## src/rtl/pll_reset_sequencer.sv

```systemverilog
// Turns the PLL's asynchronous lock flag into the domain reset: assert async,
// release synchronously after a lock-qualification window plus a hold-off.
module pll_reset_sequencer #(
  parameter int LOCK_CYCLES = 1024,
  parameter int HOLD_CYCLES = 16
) (
  input  logic       clock,
  input  logic       reset_n,
  input  logic       locked,
  input  logic       reset_request,
  output logic       reset,
  output logic [7:0] lock_loss_count
);

  localparam int MAXC = (LOCK_CYCLES > HOLD_CYCLES) ? LOCK_CYCLES : HOLD_CYCLES;
  localparam int CW   = $clog2(MAXC + 1);
  localparam logic [CW-1:0] LOCK_LAST = CW'(LOCK_CYCLES - 1);
  localparam logic [CW-1:0] HOLD_LAST = CW'(HOLD_CYCLES - 1);

  typedef enum logic [1:0] {LOCK_WAIT, HOLD, RUN} state_e;

  state_e          state_q, state_d;
  logic [CW-1:0]   cnt_q, cnt_d;
  logic            sync1_q, sync2_q;
  logic            reset_q, reset_d;
  logic [7:0]      llc_q, llc_d;
  logic            loss;
  logic            locked_s;

  assign locked_s        = sync2_q;
  assign reset           = reset_q;
  assign lock_loss_count = llc_q;

  always_ff @(posedge clock or negedge reset_n) begin
    if (!reset_n) begin
      sync1_q <= 1'b0;
      sync2_q <= 1'b0;
      state_q <= LOCK_WAIT;
      cnt_q   <= '0;
      reset_q <= 1'b1;
      llc_q   <= '0;
    end else begin
      sync1_q <= locked;
      sync2_q <= sync1_q;
      state_q <= state_d;
      cnt_q   <= cnt_d;
      reset_q <= reset_d;
      llc_q   <= llc_d;
    end
  end

  // Lock loss outranks a soft request, which outranks hold-off expiry.
  always_comb begin
    state_d = state_q;
    cnt_d   = cnt_q;
    reset_d = reset_q;
    llc_d   = llc_q;
    loss    = 1'b0;
    case (state_q)
      LOCK_WAIT: begin
        reset_d = 1'b1;
        if (!locked_s)               cnt_d = '0;
        else if (cnt_q == LOCK_LAST) begin
          state_d = HOLD;
          cnt_d   = '0;
        end else                     cnt_d = cnt_q + CW'(1);
      end
      HOLD: begin
        reset_d = 1'b1;
        if (!locked_s) begin
          state_d = LOCK_WAIT;
          cnt_d   = '0;
          loss    = 1'b1;
        end else if (reset_request)  cnt_d = '0;
        else if (cnt_q == HOLD_LAST) begin
          state_d = RUN;
          cnt_d   = '0;
          reset_d = 1'b0;
        end else                     cnt_d = cnt_q + CW'(1);
      end
      RUN: begin
        reset_d = 1'b0;
        if (!locked_s) begin
          state_d = LOCK_WAIT;
          cnt_d   = '0;
          reset_d = 1'b1;
          loss    = 1'b1;
        end else if (reset_request) begin
          state_d = HOLD;
          cnt_d   = '0;
          reset_d = 1'b1;
        end
      end
      default: begin
        state_d = LOCK_WAIT;
        cnt_d   = '0;
        reset_d = 1'b1;
      end
    endcase
    if (loss && llc_q != 8'hFF) llc_d = llc_q + 8'd1;
  end

endmodule

```

## config.mk

```make
export PLATFORM = sky130hd
export DESIGN_NAME = pll_reset_sequencer
export DESIGN_NICKNAME = d
export VERILOG_FILES = /design/src/rtl/pll_reset_sequencer.sv
export SDC_FILE = /design/constraint.sdc
export NUM_CORES = 1
export LEC_CHECK = 0
export CORE_MARGIN = 1
export CORE_UTILIZATION = 50
export CTS_CLUSTER_DIAMETER = 50
export CTS_CLUSTER_SIZE = 25
export DETAILED_ROUTE_END_ITERATION = 6
export HOLD_SLACK_MARGIN = 0.03
export PLACE_DENSITY = 0.79
export SYNTH_ARGS = -nofsm -noshare
export SYNTH_HDL_FRONTEND = slang
export SYNTH_SLANG_ARGS = --single-unit
```

## constraint.sdc

```tcl
create_clock -name clock -period 1.9 [get_ports clock]
set_input_delay 0.38 -clock clock [delete_from_list [all_inputs] [get_ports clock]]
set_output_delay 0.38 -clock clock [all_outputs]
set_load 0.01 [all_outputs]
```

==> flow_summary.yaml, run 1 <==
critical_path:
  worstSetupEndpointType: "flop"
  crit_chain: "buf_4 > buf_4 > nand4_1 > buf_4 > or4_1 > a21oi_1 > a21o_1"
  cp-start-kind: "flop"
  crit_path_start: "cnt_q[5]$_DFFE_PN0P_"
  cp_slowest_cell: "or4_1"
  crit_required_ns: 2.16
  critPathMaxFanout: 4
  crit_type: "flop to flop"
  crit_path_end: "cnt_q[8]$_DFFE_PN0P_"
  critical_path_arrival_ns: 2.17
  r2r_slack_ns: -0.01
  worst_path_most_repeated_cell: "buf_4"
  r2r-start: "cnt_q[5]$_DFFE_PN0P_"
  slowest_delay_ns: 0.50
  reg2reg_depth: 7
  r2r-end: "cnt_q[8]$_DFFE_PN0P_"
timing:
  maxSlewViolCount: 0
  fin_skew_ns: 0.00545
  fin_tns_setup_ns: -0.0149
  whs_ns: 0.360
  finalSetupViolCount: 1
  setup_slack_ns: -0.0149
  hold_viol_final: 0
  fin_crit_ns: 1.91
  fmax_mhz: 522
  slew_headroom: 0.699
  period_share: 1.01
  worst_pin_slew_ns: 0.451
  rsz0062_at_grt: "yes"
power:
  peakVddDrop_mv: 0.429
  intPower_w: 0.000760
  clkPwrFrac: 0.386
  comb_power_share: 0.066
  netSwitchingPower_w: 0.000196
  powerDensity_mw_per_mm2: 535
  seqPwrFrac: 0.547
  switching_share: 0.205
  p_leak_nw: 0.820
logic_synthesis:
  synth_cells: 131
  synthFlopType: "dfrtp_1"
  yosysSeqAreaShare: 0.464
  ys_ff_latch: 24
  synth_edf_count: 0
  synth_cell_types: 41
  synth_nets: 141
  synthesis.area_mm2: 0.00130
  syn_avg_cell_area_um2: 9.89
  ys_async_sr_fraction: 1.00
  ys.warnings.count: 0
cts:
  clockBufferDepth: 2
  clk_pin_slew_ns: 0.14
  cts_made_buffers: 3
  cts-root-buf: "clkbuf_4"
  cts_tree: "done"
  clk_latency_ns: 0.31
  clock_sinks: 24
  ctsHoldBuffers: 0
  htree_levels: 1
global_routing:
  grt_pass1_vias: 1080
  grt_pass1_wl_mm: 4.73
  busiest_layer: "met2"
  met3_usage: 0.0402
  grt_use_met2: 0.371
  grt.total_usage: 0.236
  grt_max_degree: 25
  gr-usage-met1: 0.313
  antenna_found_initial: 0
  gr-total-overflow: 0
floorplan:
  die_x_um: 52.9
  rows: 18
  io_pins: 13
  coreArea_mm2: 0.00245
  dieArea_mm2: 0.00280
  initial_utilization: 0.528
  fp.dieH_um: 52.9
outcome:
  violations: "setup timing"
  outcome: "finished, violations left"
place:
  port_buffers: 12
  dp.cells: 192
  finalWeightedCongestion: 0.851
  detailed_place.area_mm2: 0.00162
  dp_hpwl_mm: 2.10
flow_run:
  drv_cap: 0
cells_and_area:
  num_antenna_cells: 0
  design_area_mm2: 0.00179
  final_nets: 181
  finalNonFillerCells: 200
  syn_to_final_growth_pct: 37.8
  final_cell_mix: "23 x dfrtp_1, 23 x buf_4, 12 x clkdlybuf4s50_1, 11 x nand2_1"
  drive_above_1_share: 0.312
drt:
  drtPass1Iterations: 4
  wl_per_cell_um: 15.3
  drt_iter0_drc: 35
  drc: 0
  wirelength_mm: 3.06
  viasPerCell: 5.64
  ant_nets: 0
  vias: 1127
hold_path:
  hp-start: "sync1_q$_DFF_PN0_"
  hp-class: "flop to flop"
==> synthesized netlist by cell type (all sizes together) (3+ instances only) <==
library cell,count,area share
inv,7,0.020
nand2,12,0.035
ha,6,0.058
o21ai,4,0.018
dfrtp,23,0.44
mux2,3,0.029
nand3,10,0.039
a21oi,10,0.039
xor2,4,0.027
nor3,4,0.015
xnor2,3,0.020
nor2,11,0.032
==> power by group through the flow <==
| stage | Combinational, W | Clock (W) | Sequential, W |
|---|---|---|---|
| detailed placement | 0.0000576 | 0 | 0.000533 |
| global placement | 0.0000554 | 0 | 0.000532 |
| floorplan | 0.0000189 | 0 | 0.000533 |
| global route | 0.0000709 | 0.000401 | 0.000525 |
| CTS | 0.0000586 | 0.000372 | 0.000523 |
| finish | 0.0000634 | 0.000369 | 0.000524 |
==> worst min-delay path by stage <==
stage / to / slack (ns) / cells after the start
after floorplan: cnt_q[0]$_DFFE_PN0P_ / 0.08 / 0
after global placement: locked_s$_DFF_PN0_ / 0.33 / 0
after detailed placement: locked_s$_DFF_PN0_ / 0.34 / 0
after CTS: locked_s$_DFF_PN0_ / 0.37 / 0
after global routing: locked_s$_DFF_PN0_ / 0.38 / 0
final: locked_s$_DFF_PN0_ / 0.36 / 0
==> metal layers <==
layer	wire, um	part of all wire	vias up
li1	-	-	546
met1	1430	0.47	557
met2	1510	0.49	20
met3	89	0.029	4
met4	40	0.013	0
met5	0	0	-
==> metrics by stage <==
| stage | util | worst slack [ns] | power (W) |
|---|---|---|---|
| after floorplan | - | 0.0591 | 0.000552 |
| after global placement | 0.659 | -0.0974 | 0.000588 |
| after detailed placement | 0.659 | -0.173 | 0.000590 |
| after CTS | 0.683 | 0.0187 | 0.000954 |
| after global routing | 0.728 | -0.158 | 0.000997 |
| final | 0.728 | -0.0149 | 0.000956 |
==> cell type report <==
type	count	area (um^2)
Clock buffer	3	22.5
Inverter	7	26.3
Multi-Input combinational cell	98	744
Sequential cell	24	602
Tap cell	30	37.5
Clock inverter	1	30.0
Fill cell	165	668
Timing Repair Buffer	37	324
==> sequential cells by signal (all words and copies together) (netlist names) <==
name             flops
cnt_q               11
lock_loss_count      8
locked_s             1
reset                1
state_q              2
sync1_q              1
==> worst max-delay path, delay by kind of cell, from the launching register on <==
| family | cells | cell delay [ns] |
|---|---|---|
| flip-flops | 1 | 0.39 |
| AO/OA/AOI/OAI | 2 | 0.31 |
| buffers and inverters | 3 | 0.44 |
| AND/OR/NAND/NOR | 2 | 0.72 |
==> what timing repair did <==
action                                  4_1_cts  5_1_grt
endpoints found under the setup margin        9       14
resized for setup                             2       16
setup buffers                                 0        4
pin swaps                                     0        7
==> cells by family (layout without fill, tap and decap cells) <==
| family | Yosys count | after routing | synth area share |
|---|---|---|---|
| muxes | 5 | 5 | 0.0444 |
| and+or+nand+nor | 54 | 54 | 0.231 |
| buffers and inverters | 9 | 48 | 0.0261 |
| AOI/OAI and AO/OA | 26 | 26 | 0.129 |
| adders and majority gates | 6 | 6 | 0.0579 |
| xor gates and xnor gates | 7 | 7 | 0.0473 |
| DFF | 24 | 24 | 0.464 |
Note: power is estimated with default switching activity, not from simulation.
==> run 2, diff against run 1 <==
--- a/config.mk
+++ b/config.mk
@@ -6,12 +6,12 @@
 export NUM_CORES = 1
 export LEC_CHECK = 0
 export CORE_MARGIN = 1
-export CORE_UTILIZATION = 50
+export CORE_UTILIZATION = 40
 export CTS_CLUSTER_DIAMETER = 50
 export CTS_CLUSTER_SIZE = 25
 export DETAILED_ROUTE_END_ITERATION = 6
 export HOLD_SLACK_MARGIN = 0.03
-export PLACE_DENSITY = 0.79
+export PLACE_DENSITY = 0.67
 export SYNTH_ARGS = -nofsm -noshare
 export SYNTH_HDL_FRONTEND = slang
 export SYNTH_SLANG_ARGS = --single-unit
==> run 2 against run 1 <==
Against the previous run:
- die area is 24% higher
- the run now ends clean
- routed wire length is 9.8% lower
- sequential power hardly changed
- total power is 0.76% lower
- critical endpoint is now state_q[0]$_DFFE_PN0P_
- register-to-register slack better by 0.04 ns
==> flow_summary.yaml, run 2 (synthesis results as in run 1) <==
timing:
  worst_pin_slew_ns: 0.405
  fmax_mhz: 533
  setup_slack_ns: 0.0255
  maxSlewViolCount: 0
  finalSetupViolCount: 0
  rsz0062_at_grt: "yes"
  slew_headroom: 0.730
  period_share: 0.987
  fin_skew_ns: 0.00662
  fin_tns_setup_ns: 0
  fin_crit_ns: 1.87
  hold_viol_final: 0
drt:
  drtPass1Iterations: 4
  vias: 1099
  drt_iter0_drc: 78
  wirelength_mm: 2.76
  wl_per_cell_um: 13.0
  ant_nets: 0
  drc: 0
  viasPerCell: 5.16
cts:
  ctsHoldBuffers: 0
  cts_tree: "done"
  clock_sinks: 24
  clk_latency_ns: 0.31
  clk_pin_slew_ns: 0.13
  cts-root-buf: "clkbuf_4"
  htree_levels: 1
  cts_made_buffers: 3
  clockBufferDepth: 2
critical_path:
  crit_type: "flop to flop"
  r2r-start: "cnt_q[8]$_DFFE_PN0P_"
  r2r_slack_ns: 0.03
  reg2reg_depth: 6
  critical_path_arrival_ns: 2.09
  cp-start-kind: "flop"
  r2r-end: "state_q[0]$_DFFE_PN0P_"
  worstSetupEndpointType: "flop"
  crit_required_ns: 2.12
  critPathMaxFanout: 2
floorplan:
  dieArea_mm2: 0.00347
  coreArea_mm2: 0.00305
  initial_utilization: 0.425
  rows: 20
  io_pins: 13
  die_x_um: 58.9
  fp.dieH_um: 58.9
global_routing:
  grt_max_degree: 25
  antenna_found_initial: 0
  grt_pass1_vias: 1062
  grt_pass1_wl_mm: 4.57
  gr-total-overflow: 0
  grt.total_usage: 0.172
cells_and_area:
  finalNonFillerCells: 213
  mostFrequentLayoutCell: "buf_4"
  post-route-util: 0.570
  largest-register: "cnt_q"
  final_nets: 180
  largest_reg_flops: 11
  syn_to_final_growth_pct: 34.4
  final_cell_mix: "24 x buf_4, 23 x dfrtp_1, 12 x clkdlybuf4s50_1, 11 x nand2_1"
  num_antenna_cells: 0
  drive_above_1_share: 0.272
outcome:
  outcome: "finished, final reports clean"
place:
  port_buffers: 12
  dp.cells: 205
  place_ws_ns: -0.162
  finalWeightedCongestion: 0.835
  dp_hpwl_mm: 2.02
power:
  peakVddDrop_mv: 0.288
  powerDensity_mw_per_mm2: 545
  p_leak_nw: 0.796
hold_path:
  hp-start: "sync1_q$_DFF_PN0_"
  hold_depth: 0
  hp-class: "flop to flop"
  min_to: "locked_s$_DFF_PN0_"
flow_run:
  drv_cap: 0
==> run 2: cell types whose count changed in the layout (fill, tap and decap cells not counted), sizes merged <==
cell  before  now
buf       25   24
==> run 2: layer usage <==
metal / GRT usage / routed length, um
met5: 0 / 0
met2: 0.291 / 1400
met1: 0.219 / 1250
met3: 0.0220 / 58
met4: 0.0816 / 53
==> run 2: report_power, final <==
group	switching, W	internal (W)
Clock	0.000153	0.000213
Sequential	0.00000540	0.000518
Combinational	0.0000328	0.0000268
Total	0.000191	0.000758
==> run 2: final cells by class <==
cell class | instances | area [um^2]
Fill cell | 274 | 1310
Multi-Input combinational cell | 98 | 706
Sequential cell | 24 | 602
Timing Repair Buffer | 36 | 300
Tap cell | 44 | 55.1
Clock inverter | 1 | 30.0
Inverter | 7 | 26.3
Clock buffer | 3 | 22.5
==> run 2: worst max-delay path by stage <==
stage / to / cells after the start / start / slack [ns]
2_1_floorplan: cnt_q[2]$_DFFE_PN0P_ / 6 / cnt_q[0]$_DFFE_PN0P_ / 0.06
3_3_place_gp: cnt_q[9]$_DFFE_PN0P_ / 7 / reset_request / -0.08
3_5_place_dp: cnt_q[2]$_DFFE_PN0P_ / 4 / reset_request / -0.16
4_1_cts: state_q[0]$_DFFE_PN0P_ / 6 / cnt_q[5]$_DFFE_PN0P_ / -0.05
5_1_grt: state_q[0]$_DFFE_PN0P_ / 6 / cnt_q[8]$_DFFE_PN0P_ / -0.05
6_report: state_q[0]$_DFFE_PN0P_ / 6 / cnt_q[8]$_DFFE_PN0P_ / 0.03
==> run 2: through the flow <==
stage | instance area (um^2) | hold WS (ns) | power (W)
floorplan | 1300 | 0.0844 | 0.000552
global placement | 1610 | 0.332 | 0.000587
detailed placement | 1610 | 0.342 | 0.000589
CTS | 1720 | 0.374 | 0.000962
global route | 1740 | 0.382 | 0.000988
finish | 1740 | 0.367 | 0.000949
==> run 2: repair_timing <==
action / in CTS / in global routing
gates resized for setup: 4 / 5
setup buffers: 3 / 1
setup endpoints to repair: 10 / 16
pin swaps: 1 / 3
==> run 2: critical path, stage by stage (launching register included) <==
cell and delay (ns):
dfrtp_1 0.40, or4_4 0.55, nor4_4 0.16, buf_4 0.15, and2b_2 0.15, o21ai_2 0.06, mux2_4 0.30
